### src/rtl/mtf_cpg_pkg.sv
// -----------------------------------------------------------------------------
// mtf_cpg_pkg
// Shared definitions for the CPG neuron scheduler:
//   - default neuron count and drive/weight width
//   - scheduler FSM state encoding
//   - index/address field width helper
//   - signed saturation helper used on the coupling accumulator output
// -----------------------------------------------------------------------------
package mtf_cpg_pkg;

    localparam int N_NEURON_DEF = 4;
    localparam int W_DEF        = 8;

    typedef enum logic [2:0] {
        ST_IDLE,
        ST_SUM,
        ST_ISSUE,
        ST_WAIT,
        ST_COMMIT
    } state_t;

    // Width of a neuron index field; the config address is two of these {k, j}.
    function automatic int idx_w(input int n);
        return (n > 1) ? $clog2(n) : 1;
    endfunction

    // Clamp a signed value into the w-bit two's complement range.
    function automatic logic signed [31:0] saturate(input logic signed [31:0] v,
                                                    input int w);
        logic signed [31:0] hi;
        logic signed [31:0] lo;
        hi = (32'sd1 <<< (w - 1)) - 32'sd1;
        lo = -(32'sd1 <<< (w - 1));
        if (v > hi) begin
            return hi;
        end
        if (v < lo) begin
            return lo;
        end
        return v;
    endfunction

endpackage

### src/rtl/mtf_cpg_coupling_acc.sv
// -----------------------------------------------------------------------------
// mtf_cpg_coupling_acc
// Drive accumulator for one neuron context. Loads the sign-extended base drive,
// conditionally adds one coupling weight per cycle, and presents the running
// sum saturated back to W bits. The accumulator carries log2(N_NEURON)+1 guard
// bits so summing base plus N_NEURON-1 weights can never wrap.
//
// Ports:
//   clk, reset  clock, asynchronous active-high reset
//   i_load      load i_base (takes priority over i_add)
//   i_base      signed base drive, W bits
//   i_add       add i_weight to the accumulator
//   i_weight    signed coupling weight, W bits
//   o_sat       accumulator saturated to the signed W-bit range
// -----------------------------------------------------------------------------
module mtf_cpg_coupling_acc
    import mtf_cpg_pkg::*;
#(
    parameter int N_NEURON = N_NEURON_DEF,
    parameter int W        = W_DEF
) (
    input  logic         clk,
    input  logic         reset,
    input  logic         i_load,
    input  logic [W-1:0] i_base,
    input  logic         i_add,
    input  logic [W-1:0] i_weight,
    output logic [W-1:0] o_sat
);

    localparam int AW = W + idx_w(N_NEURON) + 1;

    logic signed [AW-1:0] r_acc;
    logic signed [AW-1:0] w_base_x;
    logic signed [AW-1:0] w_weight_x;
    logic signed [31:0]   w_acc32;

    assign w_base_x   = {{(AW-W){i_base[W-1]}}, i_base};
    assign w_weight_x = {{(AW-W){i_weight[W-1]}}, i_weight};
    assign w_acc32    = {{(32-AW){r_acc[AW-1]}}, r_acc};

    always_ff @(posedge clk or posedge reset) begin
        if (reset) begin
            r_acc <= '0;
        end else if (i_load) begin
            r_acc <= w_base_x;
        end else if (i_add) begin
            r_acc <= r_acc + w_weight_x;
        end
    end

    assign o_sat = W'(saturate(w_acc32, W));

endmodule

### src/rtl/mtf_cpg_scheduler.sv
// -----------------------------------------------------------------------------
// mtf_cpg_scheduler
// Shares one MTF neuron update engine among N_NEURON CPG neuron contexts.
// Each tick runs one sweep: for every neuron k in order, accumulate base[k]
// plus w[k][j] for every other neuron j that spiked in the previous sweep,
// issue one saturated drive to the engine, collect its spike, and at the end
// commit the whole new spike vector at once (Jacobi update).
//
// Ports:
//   clk, reset     clock, asynchronous active-high reset
//   tick           one-cycle sweep request (dropped + flagged while busy)
//   cfg_we/addr/data  config RAM write, addr = {k, j}; j == k selects base[k]
//   clr_err        clears the sticky error flags (a new error wins)
//   eng_start      one-cycle engine request
//   eng_idx        neuron context being updated
//   eng_i_ext      saturated drive, held until eng_done
//   eng_done       engine completion (ignored outside WAIT)
//   eng_spike      engine spike result, valid with eng_done
//   spikes         committed spike vector of the last completed sweep
//   sweep_done     one-cycle pulse in the commit cycle
//   busy           high from tick acceptance through commit
//   tick_overrun   sticky: tick while busy
//   cfg_reject     sticky: cfg_we while busy
// -----------------------------------------------------------------------------
module mtf_cpg_scheduler
    import mtf_cpg_pkg::*;
#(
    parameter int N_NEURON = N_NEURON_DEF,
    parameter int W        = W_DEF
) (
    input  logic                           clk,
    input  logic                           reset,
    input  logic                           tick,
    input  logic                           cfg_we,
    input  logic [2*idx_w(N_NEURON)-1:0]   cfg_addr,
    input  logic [W-1:0]                   cfg_data,
    input  logic                           clr_err,
    output logic                           eng_start,
    output logic [idx_w(N_NEURON)-1:0]     eng_idx,
    output logic [W-1:0]                   eng_i_ext,
    input  logic                           eng_done,
    input  logic                           eng_spike,
    output logic [N_NEURON-1:0]            spikes,
    output logic                           sweep_done,
    output logic                           busy,
    output logic                           tick_overrun,
    output logic                           cfg_reject
);

    localparam int            IW   = idx_w(N_NEURON);
    localparam int            NCFG = N_NEURON * N_NEURON;
    localparam logic [IW-1:0] LAST = IW'(N_NEURON - 1);

    state_t              r_state;
    state_t              w_next;
    logic [IW-1:0]       r_k;
    logic [IW-1:0]       r_j;
    logic [N_NEURON-1:0] r_spikes;
    logic [N_NEURON-1:0] r_new_spk;
    logic                r_tick_ovr;
    logic                r_cfg_rej;
    logic [W-1:0]        r_cfg [NCFG];

    logic                w_acc_load;
    logic                w_acc_add;
    logic [IW-1:0]       w_ld_k;
    logic [W-1:0]        w_base;
    logic [W-1:0]        w_weight;
    logic [W-1:0]        w_sat;
    logic                w_busy;
    logic                w_cfg_ok;
    logic                w_cfg_err;
    logic                w_tick_err;

    assign w_busy     = (r_state != ST_IDLE);
    assign w_cfg_ok   = cfg_we & ~w_busy;
    assign w_cfg_err  = cfg_we & w_busy;
    assign w_tick_err = tick & w_busy;

    // Base of the neuron about to be loaded (0 on tick, k+1 on engine done);
    // weight of the source currently being summed.
    assign w_base   = r_cfg[{w_ld_k, w_ld_k}];
    assign w_weight = r_cfg[{r_k, r_j}];

    // FSM state register
    always_ff @(posedge clk or posedge reset) begin
        if (reset) begin
            r_state <= ST_IDLE;
        end else begin
            r_state <= w_next;
        end
    end

    // FSM next state and control strobes
    always_comb begin
        w_next     = r_state;
        w_acc_load = 1'b0;
        w_acc_add  = 1'b0;
        w_ld_k     = '0;
        eng_start  = 1'b0;
        sweep_done = 1'b0;
        case (r_state)
            ST_IDLE: begin
                if (tick) begin
                    w_next     = ST_SUM;
                    w_acc_load = 1'b1;
                end
            end
            ST_SUM: begin
                // Diagonal is the base term, already loaded; coupling reads
                // only the committed spike vector.
                w_acc_add = (r_j != r_k) && r_spikes[r_j];
                if (r_j == LAST) begin
                    w_next = ST_ISSUE;
                end
            end
            ST_ISSUE: begin
                eng_start = 1'b1;
                w_next    = ST_WAIT;
            end
            ST_WAIT: begin
                if (eng_done) begin
                    if (r_k == LAST) begin
                        w_next = ST_COMMIT;
                    end else begin
                        w_next     = ST_SUM;
                        w_acc_load = 1'b1;
                        w_ld_k     = r_k + 1'b1;
                    end
                end
            end
            ST_COMMIT: begin
                sweep_done = 1'b1;
                w_next     = ST_IDLE;
            end
            default: begin
                w_next = ST_IDLE;
            end
        endcase
    end

    // Sweep counters, spike vectors, config RAM and sticky flags
    always_ff @(posedge clk or posedge reset) begin
        if (reset) begin
            r_k        <= '0;
            r_j        <= '0;
            r_spikes   <= '0;
            r_new_spk  <= '0;
            r_tick_ovr <= 1'b0;
            r_cfg_rej  <= 1'b0;
            for (int i = 0; i < NCFG; i++) begin
                r_cfg[i] <= '0;
            end
        end else begin
            case (r_state)
                ST_IDLE: begin
                    if (tick) begin
                        r_k       <= '0;
                        r_j       <= '0;
                        r_new_spk <= '0;
                    end
                end
                ST_SUM: begin
                    // N_NEURON is a power of two, so j wraps back to 0 for
                    // the next neuron on its own.
                    r_j <= r_j + 1'b1;
                end
                ST_WAIT: begin
                    if (eng_done) begin
                        r_new_spk[r_k] <= eng_spike;
                        if (r_k != LAST) begin
                            r_k <= r_k + 1'b1;
                        end
                    end
                end
                ST_COMMIT: begin
                    r_spikes <= r_new_spk;
                end
                default: begin
                end
            endcase

            if (w_cfg_ok) begin
                r_cfg[cfg_addr] <= cfg_data;
            end

            // A new error event overrides a coincident clear.
            r_tick_ovr <= w_tick_err | (r_tick_ovr & ~clr_err);
            r_cfg_rej  <= w_cfg_err  | (r_cfg_rej  & ~clr_err);
        end
    end

    mtf_cpg_coupling_acc #(
        .N_NEURON (N_NEURON),
        .W        (W)
    ) u_acc (
        .clk      (clk),
        .reset    (reset),
        .i_load   (w_acc_load),
        .i_base   (w_base),
        .i_add    (w_acc_add),
        .i_weight (w_weight),
        .o_sat    (w_sat)
    );

    assign eng_idx      = r_k;
    assign eng_i_ext    = ((r_state == ST_ISSUE) || (r_state == ST_WAIT)) ? w_sat : '0;
    assign spikes       = r_spikes;
    assign busy         = w_busy;
    assign tick_overrun = r_tick_ovr;
    assign cfg_reject   = r_cfg_rej;

endmodule

### config.mk
export PLATFORM = sky130hd
export DESIGN_NAME = mtf_cpg_scheduler
export DESIGN_NICKNAME = d
export VERILOG_FILES = /design/src/rtl/mtf_cpg_pkg.sv /design/src/rtl/mtf_cpg_coupling_acc.sv /design/src/rtl/mtf_cpg_scheduler.sv
export SDC_FILE = /design/constraint.sdc
export NUM_CORES = 1
export LEC_CHECK = 0
export CAP_MARGIN = 20
export CORE_MARGIN = 2
export CORE_UTILIZATION = 60
export DETAILED_ROUTE_END_ITERATION = 16
export PLACE_DENSITY = 0.79
export SYNTH_ARGS = -nofsm -noshare
export SYNTH_HDL_FRONTEND = slang
export SYNTH_SLANG_ARGS = --single-unit
### constraint.sdc
create_clock -name clk -period 14.7 [get_ports clk]
set_input_delay 2.94 -clock clk [delete_from_list [all_inputs] [get_ports clk]]
set_output_delay 2.94 -clock clk [all_outputs]
set_load 0.03 [all_outputs]
==> results.tsv, run 1 <==
stage	metric	value	unit
clocking	CTS tree	yes	
detailed_routing	Post-DRT Antenna Nets	0	
clocking	CTS resizes	0	
cells_and_area	Storage cell area	0.003905	mm²
clocking	post-CTS setup buffer count	0	
yosys	Synth Instances	576	
grt	largest net degree at the start of global routing	102	
floorplan	die height	118.6	µm
cells_and_area	Antenna Cells	0	
run_status	outcome	finished clean	
setup_path	CP delay by family, top	buffers and inverters	
floorplan	die width	118.6	µm
placed_design	Post-DP HPWL	12080	µm
flow_run	Max-Cap Viols	0	
setup_path	largest stage delay on the critical path	670	ps
timing	clk_skew	5.690	ps
floorplan	initial cell density of the core	61.97	%
timing	f_max	184.8	MHz
clocking	# hold bufs at CTS	0	
cells_and_area	Multi-input gate area	0.003814	mm²
timing	RSZ-0062 raised after global routing	false	
clocking	TritonCTS buffer count	17	
yosys	top_reg_cell synth	dfrtp_1	
yosys	synthesis-stage register bit count	156	
yosys	register area share after synthesis	49.52	%
yosys	share of the synthesized area in the top cell type	49.52	%
floorplan	Core Area	0.01272	mm²
timing	min Tclk post-route	5411	ps
yosys	Synth area leaders	dfrtp_1 (50%), mux2_2 (20%), mux4_2 (12%)	
floorplan	Rows	41	
grt	initial antenna violation count	0	
yosys	YS warnings	0	
cells_and_area	Area growth syn-to-layout	14.09	%
yosys	number of synthesized flops with an enable pin	0	
placed_design	Placed Area	0.008381	mm²
placed_design	port bufs	37	
cells_and_area	layout cells sized above 1	35.82	%
clocking	CTS H-tree lvls	4	
setup_path	Setup Crit Path Kind	reg2out	
cells_and_area	final net count	641	
timing	# setup viols final	0	
power_and_ir_drop	leakage power	4.253	nW
yosys	syn_area_per_cell	13.69	µm²
clocking	Worst-path clk slew	60	ps
detailed_routing	total number of vias	5030	
yosys	post-synthesis cell area	0.007884	mm²
clocking	CTS max path bufs	2	
timing	actual slew at the worst max-slew pin	957.7	ps
timing	period utilization	36.81	%
detailed_routing	DRT Wirelength	17930	µm
setup_path	critical path required time	11760	ps
setup_path	crit path max-delay cell type	clkdlybuf4s50_1	
setup_path	WP data arrival	2470	ps
placed_design	GP Congestion	0.8119	
yosys	Netlist cell types	48	
setup_path	critical path endpoint category	output pin	
setup_path	Crit Path Max Fanout	13	
detailed_routing	Vias/cell	6.375	
yosys	async set-or-reset flop fraction in the synthesized netlist	100.0	%
setup_path	crit path cell chain	nand2b_1, a21oi_1, o21a_1, clkdlybuf4s50_1	
power_and_ir_drop	Worst IR Drop VDD	0.1069	mV
cells_and_area	Filler Cells Inserted	933	
grt	global route total overflow	0	
grt	GRT Overall Usage	27.34	%
clocking	Clock Latency Late Sink	420	ps
timing	setup tns final	0	ps
detailed_routing	Wirelength per Cell	22.72	µm
yosys	Synth area leader	dfrtp_1	
grt	first-pass GRT wire length	28970	µm
cells_and_area	final instance area	0.008995	mm²
hold_path	worst hold path class	reg2reg	
detailed_routing	First-pass DRT Iterations	5	
setup_path	CP Launch Type	register	
detailed_routing	Iter 0 DRT Violations	460	
setup_path	critical path buffer and inverter count	1	
clocking	CTS Sinks	156	
power_and_ir_drop	pwr dens	191.5	mW/mm²
timing	Max Transition Viols Final	0	
clocking	clock root cell	clkbuf_16	
timing	Max-slew headroom	35.97	%
detailed_routing	DR DRC count	0	
grt	vias in the first global route	5284	
floorplan	Die ar.	0.01407	mm²
floorplan	I/O Pins	38	
yosys	syn_nets	611	
timing	Final Hold Fails	0	
-- sequential cells by signal (all words and copies together) (netlist names), 2 cells and up --
register     count
eng_idx          2
u_acc.r_acc     11
spikes           4
r_new_spk        4
r_j              2
r_cfg          128
r_state          3
-- logic make-up (layout without fill, tap and decap cells) --
| group | count (synthesis) | count (layout) | synth area share (%) |
|---|---|---|---|
| muxes | 197 | 197 | 33.72 |
| xor gates and xnor gates | 7 | 7 | 0.7777 |
| DFF | 156 | 156 | 49.52 |
| and+or+nand+nor | 83 | 83 | 5.269 |
| AOI/OAI and AO/OA | 75 | 75 | 5.967 |
| buffers and inverters | 42 | 83 | 2.111 |
| adders and majority gates | 16 | 16 | 2.635 |
-- cell usage after synthesis (3+ instances only) --
master	instances
or3_1	3
nor3_1	5
mux2i_1	17
a21oi_1	23
xor2_1	4
mux4_2	41
o21a_1	12
o211ai_1	6
mux2_2	138
and2_1	4
clkbuf_1	24
nor2_1	16
nor2b_1	5
dfrtp_1	156
nand3_1	5
nand2_1	31
buf_1	5
inv_1	10
o21ai_0	17
xnor2_1	3
ha_1	15
o22ai_1	4
-- path summary, 6_finish.rpt --
check	cells past startpoint	to	slack [ps]	start
worst max-delay path	4	eng_i_ext[3]	9290	r_state[2]
min in group asynchronous	2	r_cfg[77]	3120	reset
max in group asynchronous	3	r_cfg[41]	10360	reset
worst min register to register	1	r_cfg[13]	500	r_cfg[13]
worst max register to register	10	u_acc.r_acc[9]	10550	r_j[0]
worst min-delay path	1	r_cfg[13]	500	r_cfg[13]
-- cell usage in the layout (no fill, tap or decap), types with 4 or more instances in the layout --
cell type / Yosys / layout
o21a_1: 12 / 12
mux2_2: 138 / 138
ha_1: 15 / 15
mux4_2: 41 / 41
nor3_1: 5 / 5
buf_4: 0 / 5
o211ai_1: 6 / 6
xor2_1: 4 / 4
nand2_1: 31 / 31
inv_1: 10 / 9
nor2b_1: 5 / 5
nand3_1: 5 / 5
dfrtp_1: 156 / 155
clkbuf_16: 0 / 17
o22ai_1: 4 / 4
o21ai_0: 17 / 17
clkdlybuf4s50_1: 0 / 37
nor2_1: 16 / 16
mux2i_1: 17 / 17
a21oi_1: 23 / 23
and2_1: 4 / 4
-- per-stage QoR --
step | total power (W) | std cells | util (%) | setup WS, ps | hold WS [ps]
final | 0.001723 | 789 | 70.70 | 9289 | 503.3
after detailed placement | 0.001271 | 758 | 65.87 | 9148 | 492.0
after global routing | 0.001816 | 789 | 70.70 | 9082 | 522.8
after floorplan | 0.001104 | 576 | - | 7553 | 452.4
after global placement | 0.001239 | 758 | 65.87 | 9217 | 481.2
after CTS | 0.001725 | 788 | 70.64 | 9270 | 505.9
-- report_power, final --
group          leakage, nW  internal [W]  switching (W)
Sequential            2.08      0.000555      0.0000991
Combinational         1.88      0.000317       0.000304
Clock                0.290      0.000279       0.000169
Total                 4.25       0.00115       0.000572
-- final cells by class --
type                            instances  share of cell area [%]
Sequential cell                       156                   43.41
Multi-Input combinational cell        378                   42.40
Timing Repair Buffer                   42                   4.535
Clock buffer                           20                   5.188
Inverter                               11                  0.5147
Tap cell                              172                   2.393
Clock inverter                         10                   1.558
-- per-layer routing --
metal | track usage, % | wire (µm) | up-vias
li1 | - | - | 2220
met1 | 36.54 | 7684 | 2629
met2 | 43.64 | 8878 | 157
met3 | 6.998 | 1082 | 24
met4 | 9.747 | 280 | 0
met5 | 0 | 0 | -
(Power assumes the default switching activity.)
==> run 2: changes to the inputs <==
- CORE_UTILIZATION: 60 -> 55
- PLACE_DENSITY: 0.79 -> 0.77
- clock period: 14.7 -> 4.9 ns (I/O delays scaled with it)
==> results.tsv, run 2 (synthesized netlist as in run 1, its figures left out) <==
stage	metric	value	unit	change
run_status	outcome	finished clean		unchanged
detailed_routing	Iter 0 DRT Violations	376		was 460
power_and_ir_drop	pwr dens	567.1	mW/mm²	was 191.5 mW/mm²
detailed_routing	Vias/cell	6.333		was 6.375
power_and_ir_drop	Power, Total	0.005158	W	was 0.001723 W
clocking	CTS Sinks	156		unchanged
clocking	clock root cell	clkbuf_16		unchanged
detailed_routing	DR DRC count	0		unchanged
grt	global route total overflow	0		unchanged
hold_path	worst hold path class	reg2reg		unchanged
timing	Max-slew headroom	37.64	%	was 35.97%
clocking	Clock Latency Late Sink	420	ps	about the same
clocking	TritonCTS buffer count	17		unchanged
power_and_ir_drop	leakage power	4.308	nW	was 4.253 nW
floorplan	initial cell density of the core	56.58	%	was 61.97%
clocking	CTS tree	yes		unchanged
clocking	CTS max path bufs	2		unchanged
grt	largest net degree at the start of global routing	71		was 102
cells_and_area	Layout Cells excl Fill	804		was 789
setup_path	CP delay by family, top	multiplexers		was buffers and inverters
detailed_routing	total number of vias	5092		was 5030
floorplan	die width	123.7	µm	was 118.6 µm
timing	min Tclk post-route	3940	ps	
cells_and_area	max reg flops	128		unchanged
cells_and_area	largest registers	r_cfg x128, u_acc.r_acc x11		unchanged
timing	Hold Slack	502.6	ps	was 503.3 ps
clocking	CTS H-tree lvls	4		unchanged
setup_path	Setup Crit Path Kind	reg2reg		was reg2out
timing	setup tns final	0	ps	unchanged
detailed_routing	Wirelength per Cell	22.65	µm	was 22.72 µm
timing	RSZ-0062 raised after global routing	false		unchanged
detailed_routing	DRT Wirelength	18210	µm	was 17930 µm
floorplan	Die ar.	0.01531	mm²	was 0.01407 mm²
timing	Final Hold Fails	0		unchanged
grt	initial antenna violation count	0		unchanged
floorplan	Core Area	0.01393	mm²	was 0.01272 mm²
placed_design	port bufs	37		unchanged
cells_and_area	final net count	648		was 641
floorplan	I/O Pins	38		unchanged
timing	actual slew at the worst max-slew pin	935.4	ps	was 957.7 ps
power_and_ir_drop	Worst IR Drop VDD	0.3173	mV	was 0.1069 mV
floorplan	die height	123.7	µm	was 118.6 µm
placed_design	placed cells	773		was 758
grt	first-pass GRT wire length	29290	µm	was 28970 µm
cells_and_area	most common cell after layout, fill and taps aside	dfrtp_1		unchanged
timing	clk_skew	4.954	ps	was 5.690 ps
cells_and_area	Antenna Cells	0		unchanged
clocking	CTS resizes	0		unchanged
setup_path	WP data arrival	4280	ps	was 2470 ps
setup_path	crit path cell chain	buf_12, mux4_2, mux4_2, ha_1, nor2b_1, o31a_1, o2111a_1, o21a_1, or4_1, a31oi_1		was nand2b_1, a21oi_1, o21a_1, clkdlybuf4s50_1
setup_path	crit path max-delay cell type	dfrtp_2		was clkdlybuf4s50_1
timing	period utilization	80.40	%	
detailed_routing	First-pass DRT Iterations	5		unchanged
grt	vias in the first global route	5252		was 5284
clocking	# hold bufs at CTS	0		unchanged
floorplan	Rows	43		was 41
setup_path	CP Launch Type	register		unchanged
cells_and_area	most frequent cells in the layout	dfrtp_1 (155), mux2_2 (138), mux4_2 (41)		unchanged
clocking	Worst-path clk slew	60	ps	about the same
setup_path	critical path endpoint category	register		was output pin
cells_and_area	layout cells sized above 1	36.06	%	was 35.82%
placed_design	GP Congestion	0.8934		was 0.8119
setup_path	largest stage delay on the critical path	580	ps	was 670 ps
setup_path	critical path required time	5240	ps	was 11760 ps
cells_and_area	Finished Core Util	65.27	%	was 70.70%
grt	GRT Overall Usage	26.34	%	was 27.34%
setup_path	CP most frequent cell	mux4_2		
setup_path	Crit Path Max Fanout	27		was 13
timing	Max Transition Viols Final	0		unchanged
setup_path	critical path buffer and inverter count	1		unchanged
detailed_routing	Post-DRT Antenna Nets	0		unchanged
clocking	post-CTS setup buffer count	0		unchanged
timing	# setup viols final	0		unchanged
flow_run	Max-Cap Viols	0		unchanged
cells_and_area	largest reg by FF count	r_cfg		unchanged
cells_and_area	Area growth syn-to-layout	15.36	%	was 14.09%
placed_design	Post-DP HPWL	11900	µm	was 12080 µm
timing	f_max	253.8	MHz	
-- run 2: cell count changes in the layout (fill, tap and decap cells not counted), moves of 3 or more --
cell      change
buf_12        +4
buf_4         +3
clkbuf_1      +3
clkinv_2      +3
-- run 2: final cells by class --
type | instances | area, µm²
clock buffers | 21 | 450.4
clock inverters | 9 | 145.1
fillers | 961 | 4840
inverters | 11 | 45.04
multi-input cells | 378 | 3814
flip-flops and latches | 156 | 3905
well taps | 180 | 225.2
repair buffers | 49 | 510.5
-- run 2: through the flow --
step	instance area (µm²)	setup slack [ps]
floorplan	7888	956.4
global placement	8479	1088
detailed placement	8479	998.6
CTS	9075	980.9
global route	9095	768.7
finish	9095	960.2
-- run 2: worst reg2reg max path, delay by kind of cell, from the launching register on --
kind | cells | cell delay (ps)
mux | 2 | 1070
compound gates | 4 | 980
simple gates | 2 | 590
flops | 1 | 580
fa+ha+maj | 1 | 370
buf+inv | 1 | 300
-- run 2: final timing paths --
path	start	endpoint	slack, ps	cells past startpoint
worst max-delay path	r_j[0]	u_acc.r_acc[10]	960	10
worst min-delay path	r_cfg[13]	r_cfg[13]	500	1
worst max register to register	r_j[0]	u_acc.r_acc[10]	960	10
worst min register to register	r_cfg[13]	r_cfg[13]	500	1
max in group asynchronous	reset	u_acc.r_acc[0]	3250	4
min in group asynchronous	reset	r_cfg[21]	860	2
-- run 2: routing by layer --
| metal | vias up | wire length [µm] | global-route usage, % |
|---|---|---|---|
| li1 | 2236 | - | - |
| met1 | 2662 | 7749 | 35.44 |
| met2 | 165 | 9204 | 43.17 |
| met3 | 29 | 879 | 5.174 |
| met4 | 0 | 379 | 9.091 |
| met5 | - | 0 | 0 |
-- run 2: power breakdown --
part | switching (W) | internal [W] | total [W]
clock network | 0.000494 | 0.000856 | 0.00135
logic | 0.000859 | 0.000965 | 0.00182
registers | 0.000319 | 0.00167 | 0.00198
==> run 3: changes to the inputs <==
- CORE_UTILIZATION: 55 -> 60
- PLACE_DENSITY: 0.77 -> 0.79
- clock period: 4.9 -> 3.8 ns (I/O delays scaled with it)
==> results.tsv, run 3 (synthesized netlist as in run 1, its figures left out) <==
stage	metric	value	unit	change
timing	final setup margin	132.7	ps	was 960.2 ps
power_and_ir_drop	NetSw	0.002240	W	was 0.001672 W
clocking	CTS Sinks	156		unchanged
cells_and_area	Filler Cells Inserted	849		was 961
floorplan	die width	118.6	µm	was 123.7 µm
cells_and_area	largest registers	r_cfg x128, u_acc.r_acc x11		unchanged
timing	# setup viols final	0		unchanged
detailed_routing	Iter 0 DRT Violations	457		was 376
setup_path	crit path max-delay cell type	mux4_2		was dfrtp_2
setup_path	CP most frequent cell	mux4_2		unchanged
power_and_ir_drop	Power, Total	0.006731	W	was 0.005158 W
placed_design	pre-CTS setup slack	155.5	ps	was 998.6 ps
detailed_routing	DRT Wirelength	18990	µm	was 18210 µm
grt	first-pass GRT wire length	30480	µm	was 29290 µm
timing	Max-slew headroom	38.75	%	was 37.64%
grt	largest net degree at the start of global routing	51		was 71
placed_design	Post-DP HPWL	12260	µm	was 11900 µm
power_and_ir_drop	Reg power frac	37.8	%	was 38.5%
clocking	Clock Latency Late Sink	430	ps	was 420 ps
power_and_ir_drop	Internal	0.004491	W	was 0.003486 W
floorplan	initial cell density of the core	61.97	%	was 56.58%
setup_path	critical path required time	4150	ps	was 5240 ps
timing	RSZ-0062 raised after global routing	false		unchanged
clocking	Worst-path clk slew	60	ps	about the same
placed_design	GP Congestion	0.8522		was 0.8934
power_and_ir_drop	Clk pwr share	25.4	%	was 26.2%
timing	clk_skew	5.851	ps	was 4.954 ps
grt	GR met2 Demand/Resource	44.54	%	was 43.17%
power_and_ir_drop	Comb power frac	36.8	%	was 35.4%
detailed_routing	total number of vias	5174		was 5092
setup_path	WP data arrival	4020	ps	was 4280 ps
power_and_ir_drop	leakage power	4.356	nW	was 4.308 nW
setup_path	Setup Crit Path Kind	reg2reg		unchanged
hold_path	worst hold path class	reg2reg		unchanged
cells_and_area	most frequent cells in the layout	dfrtp_1 (155), mux2_2 (138), mux4_2 (41)		unchanged
cells_and_area	Layout Cells excl Fill	808		was 804
timing	Final Hold Fails	0		unchanged
floorplan	Die ar.	0.01407	mm²	was 0.01531 mm²
floorplan	Core Area	0.01272	mm²	was 0.01393 mm²
grt	initial antenna violation count	0		unchanged
clocking	CTS max path bufs	2		unchanged
power_and_ir_drop	Worst IR Drop VDD	0.3458	mV	was 0.3173 mV
clocking	CTS resizes	0		unchanged
grt	grt met1 use	38.67	%	was 35.44%
power_and_ir_drop	pwr dens	733.3	mW/mm²	was 567.1 mW/mm²
clocking	# hold bufs at CTS	0		unchanged
detailed_routing	First-pass DRT Iterations	5		unchanged
placed_design	placed cells	775		was 773
grt	GRT Max-Usage Layer	met2		unchanged
placed_design	port bufs	37		unchanged
grt	met3 usage	6.660	%	was 5.174%
timing	min Tclk post-route	3667	ps	was 3940 ps
setup_path	largest stage delay on the critical path	530	ps	was 580 ps
timing	setup tns final	0	ps	unchanged
timing	period utilization	96.51	%	was 80.40%
clocking	CTS tree	yes		unchanged
detailed_routing	Wirelength per Cell	23.50	µm	was 22.65 µm
cells_and_area	layout cells sized above 1	37.58	%	was 36.06%
timing	Max Transition Viols Final	0		unchanged
detailed_routing	DR DRC count	0		unchanged
flow_run	Max-Cap Viols	0		unchanged
detailed_routing	Post-DRT Antenna Nets	0		unchanged
setup_path	critical path endpoint category	register		unchanged
cells_and_area	max reg flops	128		unchanged
cells_and_area	Antenna Cells	0		unchanged
cells_and_area	Multi-input gate area	0.003814	mm²	unchanged
detailed_routing	Vias/cell	6.403		was 6.333
floorplan	Rows	41		was 43
grt	GRT Overall Usage	28.76	%	was 26.34%
floorplan	I/O Pins	38		unchanged
clocking	clock root cell	clkbuf_16		unchanged
floorplan	die height	118.6	µm	was 123.7 µm
power_and_ir_drop	Switching Share	33.28	%	was 32.41%
cells_and_area	Storage cell area	0.003905	mm²	unchanged
clocking	post-CTS setup buffer count	0		unchanged
cells_and_area	Area growth syn-to-layout	16.43	%	was 15.36%
grt	global route total overflow	0		unchanged
setup_path	crit path cell chain	buf_12, mux4_2, mux4_2, ha_1, nor2b_1, o31a_1, o2111a_1, o21a_1, or4_1, a31oi_1		unchanged
grt	vias in the first global route	5510		was 5252
cells_and_area	final net count	658		was 648
cells_and_area	most common cell after layout, fill and taps aside	dfrtp_1		unchanged
clocking	CTS H-tree lvls	4		unchanged
cells_and_area	Finished Core Util	72.15	%	was 65.27%
clocking	TritonCTS buffer count	17		unchanged
timing	f_max	272.7	MHz	was 253.8 MHz
setup_path	CP Launch Type	register		unchanged
setup_path	Crit Path Max Fanout	14		was 27
timing	actual slew at the worst max-slew pin	916.9	ps	was 935.4 ps
run_status	outcome	finished clean		unchanged
cells_and_area	largest reg by FF count	r_cfg		unchanged
-- run 3: power by group through the flow --
stage / combinational (W) / sequential (W) / clock (W)
2_1_floorplan: 0.00187 / 0.00240 / 0
3_3_place_gp: 0.00233 / 0.00252 / 0
3_5_place_dp: 0.00242 / 0.00255 / 0
4_1_cts: 0.00244 / 0.00252 / 0.00172
5_1_grt: 0.00269 / 0.00260 / 0.00180
6_report: 0.00248 / 0.00254 / 0.00171
-- run 3: final timing paths --
kind	start	endpoint	slack, ps	depth (start not counted)
max	r_j[0]	u_acc.r_acc[10]	130	10
min	r_cfg[29]	r_cfg[29]	500	1
max reg2reg	r_j[0]	u_acc.r_acc[10]	130	10
min reg2reg	r_cfg[29]	r_cfg[29]	500	1
max in group asynchronous	reset	r_cfg[51]	2150	3
min in group asynchronous	reset	r_cfg[94]	870	2
-- run 3: layout make-up --
| cell class | count | area share [%] |
|---|---|---|
| clock buffers | 22 | 5.275 |
| clock inverters | 10 | 1.227 |
| inverters | 11 | 0.4907 |
| multi-input cells | 378 | 41.55 |
| flip-flops and latches | 156 | 42.54 |
| well taps | 172 | 2.345 |
| repair buffers | 59 | 6.570 |
-- run 3: metrics by stage --
step	hold slack (ps)	cell area, µm²
2_1_floorplan	452.4	7894
3_3_place_gp	474.4	8557
3_5_place_dp	488.6	8557
4_1_cts	503.5	9154
5_1_grt	515.9	9179
6_report	503.1	9179
-- run 3: metal layers --
layer | vias up | share of wire [%]
met5 | - | 0
met4 | 0 | 4.0
met3 | 54 | 6.3
met2 | 209 | 48
li1 | 2248 | -
met1 | 2663 | 42
-- run 3: critical path: cells and delay by family (launching register included) --
| kind | cells | cell delay, ps |
|---|---|---|
| and+or+nand+nor | 2 | 560 |
| buffers and inverters | 1 | 200 |
| AOI/OAI and AO/OA | 4 | 970 |
| muxes | 2 | 1040 |
| DFF | 1 | 440 |
| adders and majority gates | 1 | 370 |
